==> src/rtl/pio_pkg.sv <==
// pio_pkg -- shared types for the PIO configuration sequencer.
//   pio_action_t : PIO host-port action codes driven on 'action'
//   seq_state_t  : sequencer FSM states
//   seq_cfg_t    : configuration captured on start
//   clamp_len    : limits the program length to the program store depth
package pio_pkg;

    typedef enum logic [3:0] {
        ACT_NONE  = 4'd0,
        ACT_INSTR = 4'd1,
        ACT_PEND  = 4'd2,
        ACT_PUSH  = 4'd4,
        ACT_GRPS  = 4'd5,
        ACT_EN    = 4'd6,
        ACT_DIV   = 4'd7,
        ACT_SIDES = 4'd8,
        ACT_IMM   = 4'd9
    } pio_action_t;

    typedef enum logic [2:0] {
        ST_IDLE,
        ST_LOAD,
        ST_PEND,
        ST_DIV,
        ST_GRPS,
        ST_SIDES,
        ST_EN,
        ST_STREAM
    } seq_state_t;

    typedef struct packed {
        logic [5:0]  n;        // number of program words to load
        logic [4:0]  pend;
        logic [23:0] div;
        logic [31:0] grps;
        logic [4:0]  sideset;
        logic [1:0]  mach;
        logic [3:0]  en_mask;
    } seq_cfg_t;

    function automatic logic [5:0] clamp_len(input logic [5:0] plen,
                                             input logic [5:0] max_len);
        return (plen > max_len) ? max_len : plen;
    endfunction

endpackage

==> src/rtl/pio_cfg_seq.sv <==
// pio_cfg_seq -- loads a program and machine configuration into a PIO block
// through its host port, then streams TX words into the selected machine.
//
// Optional feature: define PIO_CFG_SEQ_IMM_EN to add an immediate-instruction
// port (imm_valid/imm_data/imm_ready) that preempts TX pushes while streaming.
//
// Ports:
//   clk, reset        clock and synchronous active-high reset
//   start, abort      start a configuration run / return to idle
//   plen..en_mask     configuration, captured when start is accepted
//   prog_addr/_data   external program ROM, one-cycle read latency
//   tx_valid/_data/_ready  upstream TX word stream
//   pio_full          per-machine TX FIFO full flags from the PIO
//   action/index/mindex/din  registered PIO host-port command
//   busy, done        sequencer active / pulse on entering STREAM
//
// Timing: whatever a state decides in a cycle appears on the registered
// host-port outputs in the following cycle.
module pio_cfg_seq
    import pio_pkg::*;
#(
    parameter int PROG_DEPTH = 32
) (
    input  logic        clk,
    input  logic        reset,
    input  logic        start,
    input  logic        abort,
    input  logic [5:0]  plen,
    input  logic [4:0]  pend,
    input  logic [23:0] div,
    input  logic [31:0] pin_grps,
    input  logic [4:0]  sideset,
    input  logic [1:0]  mach,
    input  logic [3:0]  en_mask,
    output logic [4:0]  prog_addr,
    input  logic [15:0] prog_data,
    input  logic        tx_valid,
    input  logic [31:0] tx_data,
    output logic        tx_ready,
    input  logic [3:0]  pio_full,
`ifdef PIO_CFG_SEQ_IMM_EN
    input  logic        imm_valid,
    input  logic [15:0] imm_data,
    output logic        imm_ready,
`endif
    output logic [3:0]  action,
    output logic [4:0]  index,
    output logic [1:0]  mindex,
    output logic [31:0] din,
    output logic        busy,
    output logic        done
);

    localparam logic [5:0] PROG_MAX = 6'(PROG_DEPTH);

    seq_state_t  state_reg,  state_next;
    logic [5:0]  k_reg,      k_next;
    seq_cfg_t    cfg_reg,    cfg_next;
    pio_action_t action_reg, action_next;
    logic [4:0]  index_reg,  index_next;
    logic [1:0]  mindex_reg, mindex_next;
    logic [31:0] din_reg,    din_next;
    logic        done_reg,   done_next;

    // LOAD cycle k presents address k; the word read here arrives next cycle.
    assign prog_addr = (state_reg == ST_LOAD) ? k_reg[4:0] : 5'd0;
    assign busy      = (state_reg != ST_IDLE);

    // A cycle showing PUSH is the one in which the PIO takes the word; its
    // full flag is only trustworthy again one cycle later.
    assign tx_ready = (state_reg == ST_STREAM) && !pio_full[cfg_reg.mach]
                      && (action_reg != ACT_PUSH)
`ifdef PIO_CFG_SEQ_IMM_EN
                      && !imm_valid
`endif
                      ;

`ifdef PIO_CFG_SEQ_IMM_EN
    assign imm_ready = (state_reg == ST_STREAM);
`endif

    assign action = action_reg;
    assign index  = index_reg;
    assign mindex = mindex_reg;
    assign din    = din_reg;
    assign done   = done_reg;

    always_ff @(posedge clk) begin
        if (reset) begin
            state_reg  <= ST_IDLE;
            k_reg      <= '0;
            cfg_reg    <= '0;
            action_reg <= ACT_NONE;
            index_reg  <= '0;
            mindex_reg <= '0;
            din_reg    <= '0;
            done_reg   <= 1'b0;
        end else begin
            state_reg  <= state_next;
            k_reg      <= k_next;
            cfg_reg    <= cfg_next;
            action_reg <= action_next;
            index_reg  <= index_next;
            mindex_reg <= mindex_next;
            din_reg    <= din_next;
            done_reg   <= done_next;
        end
    end

    always_comb begin
        state_next  = state_reg;
        k_next      = k_reg;
        cfg_next    = cfg_reg;
        action_next = ACT_NONE;
        index_next  = '0;
        mindex_next = '0;
        din_next    = '0;
        done_next   = 1'b0;

        unique case (state_reg)
            ST_IDLE: begin
                if (start) begin
                    cfg_next = '{n:       clamp_len(plen, PROG_MAX),
                                 pend:    pend,
                                 div:     div,
                                 grps:    pin_grps,
                                 sideset: sideset,
                                 mach:    mach,
                                 en_mask: en_mask};
                    k_next     = '0;
                    state_next = (plen == 6'd0) ? ST_PEND : ST_LOAD;
                end
            end
            ST_LOAD: begin
                // Cycle 0 only primes the ROM; from cycle 1 on, prog_data
                // holds the word addressed in the previous cycle.
                if (k_reg != 6'd0) begin
                    action_next = ACT_INSTR;
                    index_next  = 5'(k_reg - 6'd1);
                    din_next    = {16'h0, prog_data};
                end
                if (k_reg == cfg_reg.n) state_next = ST_PEND;
                else                    k_next     = k_reg + 6'd1;
            end
            ST_PEND: begin
                action_next = ACT_PEND;
                din_next    = {27'h0, cfg_reg.pend};
                state_next  = ST_DIV;
            end
            ST_DIV: begin
                action_next = ACT_DIV;
                din_next    = {8'h0, cfg_reg.div};
                state_next  = ST_GRPS;
            end
            ST_GRPS: begin
                action_next = ACT_GRPS;
                din_next    = cfg_reg.grps;
                state_next  = ST_SIDES;
            end
            ST_SIDES: begin
                action_next = ACT_SIDES;
                din_next    = {27'h0, cfg_reg.sideset};
                state_next  = ST_EN;
            end
            ST_EN: begin
                action_next = ACT_EN;
                din_next    = {28'h0, cfg_reg.en_mask};
                state_next  = ST_STREAM;
            end
            ST_STREAM: begin
                // First STREAM cycle is the one where EN is on the outputs.
                done_next = (action_reg == ACT_EN);
`ifdef PIO_CFG_SEQ_IMM_EN
                if (imm_valid) begin
                    action_next = ACT_IMM;
                    din_next    = {16'h0, imm_data};
                end else
`endif
                if (tx_valid && tx_ready) begin
                    action_next = ACT_PUSH;
                    din_next    = tx_data;
                end
            end
            default: state_next = ST_IDLE;
        endcase

        if (action_next != ACT_NONE) mindex_next = cfg_reg.mach;

        // Abort wins over everything issued this cycle, including a handshake.
        if (abort) begin
            state_next  = ST_IDLE;
            action_next = ACT_NONE;
            index_next  = '0;
            mindex_next = '0;
            din_next    = '0;
            done_next   = 1'b0;
        end
    end

endmodule

==> config.mk <==
export PLATFORM = sky130hd
export DESIGN_NAME = pio_cfg_seq
export DESIGN_NICKNAME = d
export VERILOG_FILES = /design/src/rtl/pio_pkg.sv /design/src/rtl/pio_cfg_seq.sv
export SDC_FILE = /design/constraint.sdc
export NUM_CORES = 1
export LEC_CHECK = 0
export ABC_AREA = 1
export CAP_MARGIN = 10
export CORE_UTILIZATION = 51
export CTS_BUF_LIST = sky130_fd_sc_hd__clkbuf_4 sky130_fd_sc_hd__clkbuf_8
export DETAILED_ROUTE_END_ITERATION = 12
export GPL_ROUTABILITY_DRIVEN = 0
export PLACE_DENSITY_LB_ADDON = 0.08
export RECOVER_POWER = 50
export SYNTH_ARGS = -nofsm -noshare
export SYNTH_HDL_FRONTEND = slang
export SYNTH_SLANG_ARGS = --single-unit
==> constraint.sdc <==
create_clock -name clk -period 2.6 [get_ports clk]
set_clock_uncertainty 0.05 [all_clocks]
set_input_delay 0.26 -clock clk [delete_from_list [all_inputs] [get_ports clk]]
set_output_delay 0.26 -clock clk [all_outputs]
set_load 0.01 [all_outputs]
* Word level (Yosys, flattened, before mapping)
Index checks and enable logic that the tools add are counted.
** Storage, ports and cells
- Register bits :: 131
- Output and inout bits :: 51
- Word-level logic and storage cells :: 70
** Cells by class
- Add/subtract/negate cells :: 2
- Order comparisons :: 2
- Eq/ne operators :: 13
- Muxes and demuxes :: 17
- Bitwise logic cells :: 4
- Reduce and logical (&&, ||, !) cells :: 18
** Operator list (number)
- case mux 32 bit (7 select lines) :: 1
- 2-to-1 mux 32 bit :: 1
- case mux 4 bit (7 select lines) :: 1
- case mux 3 bit (7 select lines) :: 1
- 2-to-1 mux 6 bit :: 3
- 2-to-1 mux 16 bit :: 1
- == test 3 bit (second input constant) :: 4
- case mux 6 bit (2 select lines) :: 1
- 2-to-1 mux 3 bit :: 3
- nonzero test 7 bit :: 1
- adder 6 x 1 -> 6 bit (second input constant) :: 1
- == test 3 x 2 -> 1 bit (second input constant) :: 2
- == test 6 bit :: 1
- > comparator 6 bit (second input constant) :: 1
- zero test 6 bit :: 1
- AND reduction 3 bit :: 2
- nonzero test 6 bit :: 1
- OR reduction 3 bit :: 2
- 2-to-1 mux 5 bit :: 1
- subtractor 5 x 1 -> 5 bit (second input constant) :: 1
- == test 4 x 3 -> 1 bit (second input constant) :: 1
- != test 2 bit (second input constant) :: 2
- != test 4 x 3 -> 1 bit (second input constant) :: 1
- NOT 1 bit :: 4
- 15 further kinds :: 18

* Depth between registers and ports, before layout
Gate-level depths: netlist of the first run.
- Depth after elaboration :: 11
- Depth in mapped cells :: 11
- Mapped depth without buffers :: 11

* Least setup slack after synthesis of the first run
OpenSTA, ideal clock, no wires.
- Path type :: register to register
- Start point :: reg k_reg[0]
- End point :: reg din_reg[11] (netlist: din[11])
- Setup time :: 0.074 ns
- Data arrival time :: 1.403 ns
- Setup slack :: 1.073 ns
- Cell stages (with the launch flop) :: 11
- Period minus slack after synthesis :: 1.527 ns
- Path through :: dfxtp_1 inv_1 ha_1 nand2_1 nor2_1 nand2_1 nand2_2 inv_2 buf_4 nand2_1 a31oi_1
** Between the ends
- Cells in the longest elaborated chain, start to end :: 3
** RTL lines
- start, declared :: line pio_cfg_seq.sv:57 : logic [5:0] k_reg, k_next;
- start signal, assigned :: line pio_cfg_seq.sv:100 : k_reg <= k_next;
- nonzero test 6 bit :: line pio_cfg_seq.sv:137 : if (k_reg != 6'd0) begin
- 2-to-1 mux 16 bit :: line pio_cfg_seq.sv:137
- case mux 32 bit (7 select lines) :: line pio_cfg_seq.sv:120 : unique case (state_reg)
- end signal, assigned :: line pio_cfg_seq.sv:105 : din_reg <= din_next;
- end, declared :: line pio_cfg_seq.sv:62 : logic [31:0] din_reg, din_next;
No other way between the ends.
A chain may end at the register's enable or synchronous reset.

* Final worst setup path of the first run
- Start point :: reg state_reg[0]
- End point :: out tx_ready
** Between the ends
- Cells in the longest elaborated chain, start to end :: 3
** RTL lines
- start, declared :: line pio_cfg_seq.sv:56 : seq_state_t state_reg, state_next;
- start signal, assigned :: line pio_cfg_seq.sv:99 : state_reg <= state_next;
- == test 3 bit :: line pio_cfg_seq.sv:71 : assign tx_ready = (state_reg == ST_STREAM) && !pio_full[cfg_reg.mach]
- logical AND 1 bit :: line pio_cfg_seq.sv:71
- logical AND 1 bit :: line pio_cfg_seq.sv:72 : && (action_reg != ACT_PUSH)
- end, declared :: line pio_cfg_seq.sv:39 : output logic tx_ready,
No other way between the ends.

==> metrics.md, run 1 <==
| Metric | Value |
|---|---|
| Final setup viols | 0 |
| Post-synth top area share | 47.5% |
| Status | finished, final reports clean |
| Crit start category | flip-flop |
| Mapped Avg Cell Area | 7.46 µm² |
| Asr flop ratio synth | 0% |
| Total setup buffers inserted after CTS | 0 |
| Hold WC Path Type | primary input to flip-flop |
| ANT cells | 0 |
| Seq cells post-synth | 131 |
| Layout cells sized above 1 | 5.93% |
| Post-CTS Resized | 0 |
| R2r endpoint | din[0]$_SDFF_PP0_ |
| Port Buffers | 185 |
| Die ar. | 0.0113 mm² |
| Tmin final | 2.47 ns |
| Post-synth top area cell | dfxtp_1 |
| Logic pwr share | 13.8% |
| Reg2Reg Depth | 8 |
| Number of antenna violations at the first check in global routing | 0 |
| Drt pass-1 iters | 5 |
| Psw | 1.12 mW |
| Final WL | 15.7 mm |
| FMAX | 405 MHz |
| Clk root buf | clkbuf_8 |
| Kind of critical path | flip-flop to primary output |
| Clock share of power | 36.9% |
| Yosys cell types | 37 |
| DR WL/cell | 14.8 µm |
| DR iter-0 viols | 296 |
| Syn Inst Count | 741 |
| Power Density | 569 mW/mm² |
| Max rail drop VDD | 302 µV |
| TritonCTS Sinks | 131 |
| Slew @ Worst Pin | 0.832 ns |
| Worst EP arrival | 2.16 ns |
| RSZ-0062 raised after global routing | no |
| Hold_sp | tx_data[31] |
| R2r startpoint | state_reg[0]$_SDFFE_PP0P_ |
| Worst-Skew Late Latency | 0.43 ns |
| Number of global-route vias before repair | 5505 |
| Period utilisation layout | 94.9% |
| Vias per inst | 5.27 |
| Setup TNS | 0 ns |
| Critical Path RT | 2.29 ns |
| Clock Tree Buf Depth | 2 |
| Top-Level Pins | 186 |
| Worst Hold Depth | 3 |
| Post-synth EDFFs | 0 |
| Grt total ovfl | 0 |
| Relative slew slack | 44.5% |
| Total Routing Usage GR | 28.6% |
| Die height | 106 µm |
| Via Count | 5606 |
| DRT antenna net count | 0 |
| Leakage | 3.19 nW |
| Hold_buf cts | 0 |
| Final hold violations | 0 |
| Core ar. | 0.0104 mm² |
| Site row count | 37 |
| Max Cap Viol | 0 |
| Hold EP | din[31]$_SDFF_PP0_ |
| H-tree Lvls | 4 |
| DRC | 0 |
| CTS tree | built |
| CP max FO | 11 |
| DP Wirelength | 11.5 mm |
| Fin worst setup slack | 0.133 ns |
| TritonCTS buffer count | 17 |
| Reg2reg setup slack | 0.31 ns |
| Top_reg_cell synth | dfxtp_1 |
| Dominant cells by area after synthesis | dfxtp_1 (47%), nor2_1 (7.4%), o21ai_0 (7.2%) |
| First-pass GRT wire length | 25.1 mm |
| Reg clk slew, reported paths | 0.07 ns |
| Sw Ratio | 25.5% |
| Net Count, Synth | 878 |
| Flop pwr share | 49.3% |
| Largest net degree at the start of global routing | 90 |
| Largest register FFs | 78 |
| Yosys warning count | 0 |
| Area delta synth->final | 40.2% |
| Final Max Slew Viols | 0 |
| Critical Path Sink Type | primary output |
| Internal power component | 3.29 mW |
| Dpl ws | 0.527 ns |
| Nets@finish | 1052 |
| Width of the die | 106 µm |
| Area of the mapped netlist | 0.00553 mm² |
| Initial core utilization | 53.1% |
| Sequential share of the synthesized area | 47.5% |
-- placed cells by master (no fill, tap or decap), types with 25 or more instances in the layout --
master / n
nand2_1: 98
dlygate4sd3_1: 45
nand3_1: 29
clkdlybuf4s50_1: 140
o21ai_0: 80
dfxtp_1: 131
nand4_1: 25
nor2_1: 110
inv_1: 90
a21oi_1: 64
-- worst max-delay path by stage --
stage	slack, ns	to	cells past startpoint	startpoint
global route	0.05	tx_ready	6	state_reg[0]$_SDFFE_PP0P_
global placement	0.56	tx_ready	6	pio_full[1]
detailed placement	0.53	tx_ready	6	pio_full[3]
CTS	0.12	tx_ready	6	state_reg[0]$_SDFFE_PP0P_
floorplan	1.07	din[11]$_SDFF_PP0_	10	k_reg[0]$_SDFFE_PP0P_
finish	0.13	tx_ready	6	state_reg[0]$_SDFFE_PP0P_
-- final cells by class --
cell class / instances / area (µm²)
Clock buffer: 19 / 255
Sequential cell: 131 / 2620
Timing Repair Buffer: 198 / 1950
Fill cell: 844 / 2670
Clock inverter: 12 / 115
Tap cell: 136 / 170
Inverter: 94 / 353
Multi-Input combinational cell: 473 / 2280
-- kinds of logic (layout without fill, tap and decap cells) --
family,Yosys count,after routing,share of synthesized area (%)
buf+inv,137,323,11.0
fa+ha+maj,2,2,0.453
flops,131,131,47.5
xor+xnor,5,5,0.792
simple gates,280,280,22.2
compound gates,186,186,18.1
-- worst max-delay path, cell delays in order (launching register included) --
cell and delay (ns):
dfxtp_1 0.48, nand2_2 0.11, inv_2 0.11, nand2_4 0.08, a21oi_4 0.15, and2_4 0.24
clkdlybuf4s50_1 0.57
-- through the flow --
stage | hold slack [ns] | instances | total power [mW] | instance area [µm²] | utilization [%]
6_report | 0.356 | 1063 | 4.41 | 7750 | 74.4
5_1_grt | 0.346 | 1063 | 4.60 | 7750 | 74.4
4_1_cts | 0.343 | 1063 | 4.43 | 7770 | 74.6
3_5_place_dp | 0.395 | 1032 | 2.83 | 7400 | 71.1
3_3_place_gp | 0.388 | 1032 | 2.81 | 7400 | 71.1
2_1_floorplan | 0.345 | 741 | 2.52 | 5530 | -
-- power by group through the flow --
stage          logic [mW]  clock network, mW  registers [mW]
6_report            0.610               1.63            2.17
2_1_floorplan       0.314                  0            2.21
3_5_place_dp        0.609                  0            2.22
4_1_cts             0.613               1.64            2.17
3_3_place_gp        0.594                  0            2.21
5_1_grt             0.673               1.74            2.19
-- metal layers --
metal | global-route usage (%) | share of wire, %
met5 | 0 | 0
met4 | 15.7 | 3.7
met1 | 30.7 | 38
met3 | 8.83 | 8.2
met2 | 50.0 | 50
-- synth_stat cells, types with 2 or more instances --
library cell / count
inv_1: 90
o22ai_1: 19
xor2_1: 5
nand2_1: 96
nand4_1: 25
buf_1: 3
buf_6: 4
a31oi_1: 19
ha_1: 2
clkbuf_1: 20
o21ai_0: 80
inv_2: 3
nand2_2: 4
buf_2: 10
nor2_1: 109
dfxtp_1: 131
nor2_4: 3
a21oi_1: 64
nand3b_1: 3
nor3_1: 5
clkbuf_8: 2
nand3_1: 29
(Power assumes the default switching activity.)
==> run 2, diff against run 1 <==
Clock period 2.6 ns to 2.95 ns, I/O delays scaled along.
==> metrics.md, run 2 (synthesis results as in run 1) <==
| Metric | Value |
|---|---|
| Hold_sp | tx_data[24] |
| Core ar. | 0.0104 mm² |
| DR WL/cell | 15.0 µm |
| DR iter-0 viols | 331 |
| Final setup viols | 0 |
| Hold_buf cts | 0 |
| TritonCTS buffer count | 17 |
| ANT cells | 0 |
| Leakage | 3.18 nW |
| Top-Level Pins | 186 |
| Commonest non-fill, non-tap cell in the layout | clkdlybuf4s50_1 |
| Reg2reg setup slack | 0.60 ns |
| Clk root buf | clkbuf_8 |
| Tmin final | 2.55 ns |
| Reg clk slew, reported paths | 0.07 ns |
| Dpl ws | 0.723 ns |
| Port Buffers | 185 |
| CP cell instances | nand2_2, inv_2, nand2_4, a21oi_4, and2_4, clkdlybuf4s50_1 |
| Critical Path Sink Type | primary output |
| TritonCTS Sinks | 131 |
| Delay-heaviest family, CP | buffers and inverters |
| DRT antenna net count | 0 |
| Worst Hold Depth | 3 |
| Worst-Skew Late Latency | 0.44 ns |
| R2r endpoint | index[2]$_SDFF_PP0_ |
| Total setup buffers inserted after CTS | 0 |
| Critical Path RT | 2.61 ns |
| Status | finished, final reports clean |
| Final instance area | 0.00774 mm² |
| Kind of critical path | flip-flop to primary output |
| Max rail drop VDD | 279 µV |
| Width of the die | 106 µm |
| DP Area | 0.00737 mm² |
| Final Max Slew Viols | 0 |
| Post-CTS Resized | 0 |
| R2r startpoint | k_reg[0]$_SDFFE_PP0P_ |
| First-pass GRT wire length | 25.3 mm |
| Period utilisation layout | 86.5% |
| Initial core utilization | 53.1% |
| Final WL | 15.8 mm |
| Critical path's slowest cell | clkdlybuf4s50_1 |
| Final hold violations | 0 |
| Largest net degree at the start of global routing | 63 |
| Max Cap Viol | 0 |
| CP max FO | 11 |
| RSZ-0062 raised after global routing | no |
| Number of global-route vias before repair | 5495 |
| Die ar. | 0.0113 mm² |
| DP Wirelength | 11.6 mm |
| Relative slew slack | 3.41% |
| Hold WC Path Type | primary input to flip-flop |
| Number of antenna violations at the first check in global routing | 0 |
| Nets@finish | 1049 |
| Final core occ | 74.3% |
| Layout cells sized above 1 | 5.74% |
| Drt pass-1 iters | 5 |
| Grt total ovfl | 0 |
| Vias per inst | 5.35 |
| Crit path largest cell delay | 0.56 ns |
| DRC | 0 |
| Worst EP arrival | 2.21 ns |
| Total Routing Usage GR | 29.1% |
| H-tree Lvls | 4 |
| Die height | 106 µm |
| Via Count | 5668 |
| Power Density | 503 mW/mm² |
| CTS tree | built |
| Crit start category | flip-flop |
| FMAX | 392 MHz |
| Slew @ Worst Pin | 1.45 ns |
| Setup TNS | 0 ns |
| Hold EP | din[24]$_SDFF_PP0_ |
| Largest register FFs | 78 |
| Area delta synth->final | 40.0% |
| Fin worst setup slack | 0.398 ns |
| Site row count | 37 |
| Clock Tree Buf Depth | 2 |
| CP bufs+invs | 2 |
| Most frequent cells in the layout | clkdlybuf4s50_1 (140), dfxtp_1 (131), nor2_1 (109) |
| Reg2Reg Depth | 9 |
## run 2: per-stage QoR
step	std cells	hold slack, ns	power, mW
after floorplan	741	0.380	2.22
after global placement	1029	0.390	2.47
after detailed placement	1029	0.395	2.48
after CTS	1059	0.365	3.91
after global routing	1059	0.372	4.06
final	1059	0.381	3.90
## run 2: metal layers
metal  vias to the layer above  share of wire, %  track usage (%)
li1                       2769                 -                -
met1                      2589                39             32.5
met2                       260                50             50.4
met3                        50               7.5             7.60
met4                         0               3.5             15.6
met5                         -                 0                0
## run 2: area by class of cell
cell class	count	area (µm²)
fillers	862	2680
flip-flops and latches	131	2620
multi-input cells	473	2290
repair buffers	195	1920
inverters	94	353
clock buffers	26	333
well taps	136	170
clock inverters	4	47.5
## run 2: how the worst max path moves through the flow
| stage | endpoint | startpoint | slack [ns] | cells past startpoint |
|---|---|---|---|---|
| 3_3_place_gp | cfg_reg[67]$_SDFFE_PP0P_ | reset | 0.80 | 5 |
| 3_5_place_dp | cfg_reg[59]$_SDFFE_PP0P_ | reset | 0.72 | 5 |
| 4_1_cts | tx_ready | state_reg[0]$_SDFFE_PP0P_ | 0.39 | 6 |
| 5_1_grt | cfg_reg[64]$_SDFFE_PP0P_ | reset | 0.29 | 5 |
| 2_1_floorplan | din[11]$_SDFF_PP0_ | k_reg[0]$_SDFFE_PP0P_ | 1.42 | 10 |
| 6_report | tx_ready | state_reg[0]$_SDFFE_PP0P_ | 0.40 | 6 |
## run 2: where the power goes
group | switching (mW) | total [mW] | internal, mW
registers | 0.0428 | 1.92 | 1.87
logic | 0.279 | 0.535 | 0.256
clock network | 0.638 | 1.44 | 0.804
total | 0.961 | 3.90 | 2.93
## run 2: worst register-to-register path, stage by stage, from the launching register on
cell,delay (ns)
dfxtp_1,0.49
inv_1,0.17
ha_1,0.24
nand2_1,0.10
nor2_1,0.06
nand2_1,0.09
nand2_1,0.14
inv_1,0.48
nand2_1,0.26
a21oi_1,0.19
==> run 3, diff against run 2 <==
Settings changed: CAP_MARGIN 10 to default, PLACE_DENSITY from default to 0.88, PLACE_DENSITY_LB_ADDON 0.08 to default.
==> metrics.md, run 3 (synthesis results as in run 1) <==
| Metric | Value |
|---|---|
| Max rail drop VDD | 346 µV |
| Status | finished, final reports clean |
| Tmin final | 2.48 ns |
| Worst Hold Depth | 3 |
| Largest net degree at the start of global routing | 64 |
| Hold_sp | tx_data[30] |
| Critical Path RT | 2.61 ns |
| Crit start category | flip-flop |
| DP Cell Count | 1029 |
| Final setup viols | 0 |
| R2r endpoint | cfg_reg[15]$_SDFFE_PP0P_ |
| Reg2reg setup slack | 0.82 ns |
| CP bufs+invs | 2 |
| RSZ-0062 raised after global routing | no |
| Leakage | 3.17 nW |
| Critical path's slowest cell | clkdlybuf4s50_1 |
| Final WL | 15.4 mm |
| Die ar. | 0.0113 mm² |
| FMAX | 403 MHz |
| Setup TNS | 0 ns |
| Relative slew slack | 17.1% |
| Top-Level Pins | 186 |
| Power Density | 495 mW/mm² |
| H-tree Lvls | 4 |
| Width of the die | 106 µm |
| Slew @ Worst Pin | 1.24 ns |
| Number of antenna violations at the first check in global routing | 0 |
| FILL cells | 809 |
| TritonCTS Sinks | 131 |
| Final hold violations | 0 |
| Metal3 WL | 1.03 mm |
| CP max FO | 11 |
| Port Buffers | 185 |
| Delay-heaviest family, CP | buffers and inverters |
| Nets@finish | 1049 |
| Worst EP arrival | 2.13 ns |
| Site row count | 37 |
| Layout cells sized above 1 | 5.95% |
| DR WL/cell | 14.5 µm |
| Critical Path Sink Type | primary output |
| Hold EP | din[30]$_SDFF_PP0_ |
| Fin worst setup slack | 0.470 ns |
| Area delta synth->final | 39.8% |
| Multi-input gate area | 0.00228 mm² |
| CP cell instances | nand2_2, inv_2, nand2_4, a21oi_4, and2_4, clkdlybuf4s50_1 |
| Grt total ovfl | 0 |
| Clk root buf | clkbuf_8 |
| DP Wirelength | 11.1 mm |
| Fin cells | 1060 |
| First-pass GRT wire length | 24.8 mm |
| Seq. cell area | 0.00262 mm² |
| Max Cap Viol | 0 |
| Worst-Skew Late Latency | 0.43 ns |
| Initial core utilization | 53.1% |
| DRC | 0 |
| Largest register FFs | 78 |
| Most frequent cells in the layout | clkdlybuf4s50_1 (140), dfxtp_1 (131), nor2_1 (110) |
| Number of global-route vias before repair | 5245 |
| Period utilisation layout | 84.1% |
| R2r startpoint | state_reg[2]$_SDFFE_PP0P_ |
| Post-CTS Resized | 0 |
| Vias per inst | 5.25 |
| Final Total Pwr | 3.82 mW |
| Total setup buffers inserted after CTS | 0 |
| Crit path largest cell delay | 0.55 ns |
| Hold WC Path Type | primary input to flip-flop |
| Via Count | 5562 |
| Met2 WL post-DR | 7.28 mm |
| TritonCTS buffer count | 17 |
| Kind of critical path | flip-flop to primary output |
| Dpl ws | 0.820 ns |
| Total Routing Usage GR | 28.2% |
| DR iter-0 viols | 370 |
| DR top layer | met4 |
| Hold_buf cts | 0 |
| ANT cells | 0 |
| Clock Tree Buf Depth | 2 |
| Post-Route M1 WL | 6.40 mm |
| Drt pass-1 iters | 5 |
| Commonest non-fill, non-tap cell in the layout | clkdlybuf4s50_1 |
| Core ar. | 0.0104 mm² |
| CTS tree | built |
| Reg clk slew, reported paths | 0.08 ns |
| Reg2Reg Depth | 7 |
| Die height | 106 µm |
| Final Max Slew Viols | 0 |
| DRT antenna net count | 0 |
[run 3: where the power goes]
part	internal (mW)	switching, mW
Combinational	0.257	0.278
Sequential	1.87	0.0409
Clock	0.680	0.696
[run 3: routing by layer]
layer | vias to the layer above | track usage, %
met1 | 2488 | 34.4
met3 | 48 | 5.82
met5 | - | 0
li1 | 2775 | -
met2 | 251 | 46.1
met4 | 0 | 16.7
[run 3: through the flow]
stage,util [%],hold slack (ns),cell area [µm²]
6_report,74.2,0.382,7730
5_1_grt,74.2,0.376,7730
4_1_cts,74.3,0.366,7740
3_5_place_dp,70.9,0.392,7380
3_3_place_gp,70.9,0.388,7380
2_1_floorplan,-,0.380,5530
[run 3: how the worst max path moves through the flow]
| stage | cells after the start | to | startpoint | slack, ns |
|---|---|---|---|---|
| 6_report | 6 | tx_ready | state_reg[0]$_SDFFE_PP0P_ | 0.47 |
| 4_1_cts | 6 | tx_ready | state_reg[0]$_SDFFE_PP0P_ | 0.44 |
| 5_1_grt | 5 | action[0]$_SDFF_PP0_ | reset | 0.28 |
| 3_5_place_dp | 5 | state_reg[0]$_SDFFE_PP0P_ | reset | 0.82 |
| 3_3_place_gp | 5 | done$_SDFF_PP0_ | reset | 0.83 |
| 2_1_floorplan | 10 | din[11]$_SDFF_PP0_ | k_reg[0]$_SDFFE_PP0P_ | 1.42 |
[run 3: worst min-delay path: stages]
cell	delay [ns]
clkdlybuf4s50_1	0.39
nand3_1	0.08
a21oi_1	0.06
[run 3: layout make-up]
class | instances | share of cell area, %
Timing Repair Buffer | 195 | 25.0
Multi-Input combinational cell | 473 | 29.6
Clock buffer | 18 | 3.21
Tap cell | 136 | 2.20
Clock inverter | 13 | 1.47
Sequential cell | 131 | 33.9
Inverter | 94 | 4.58
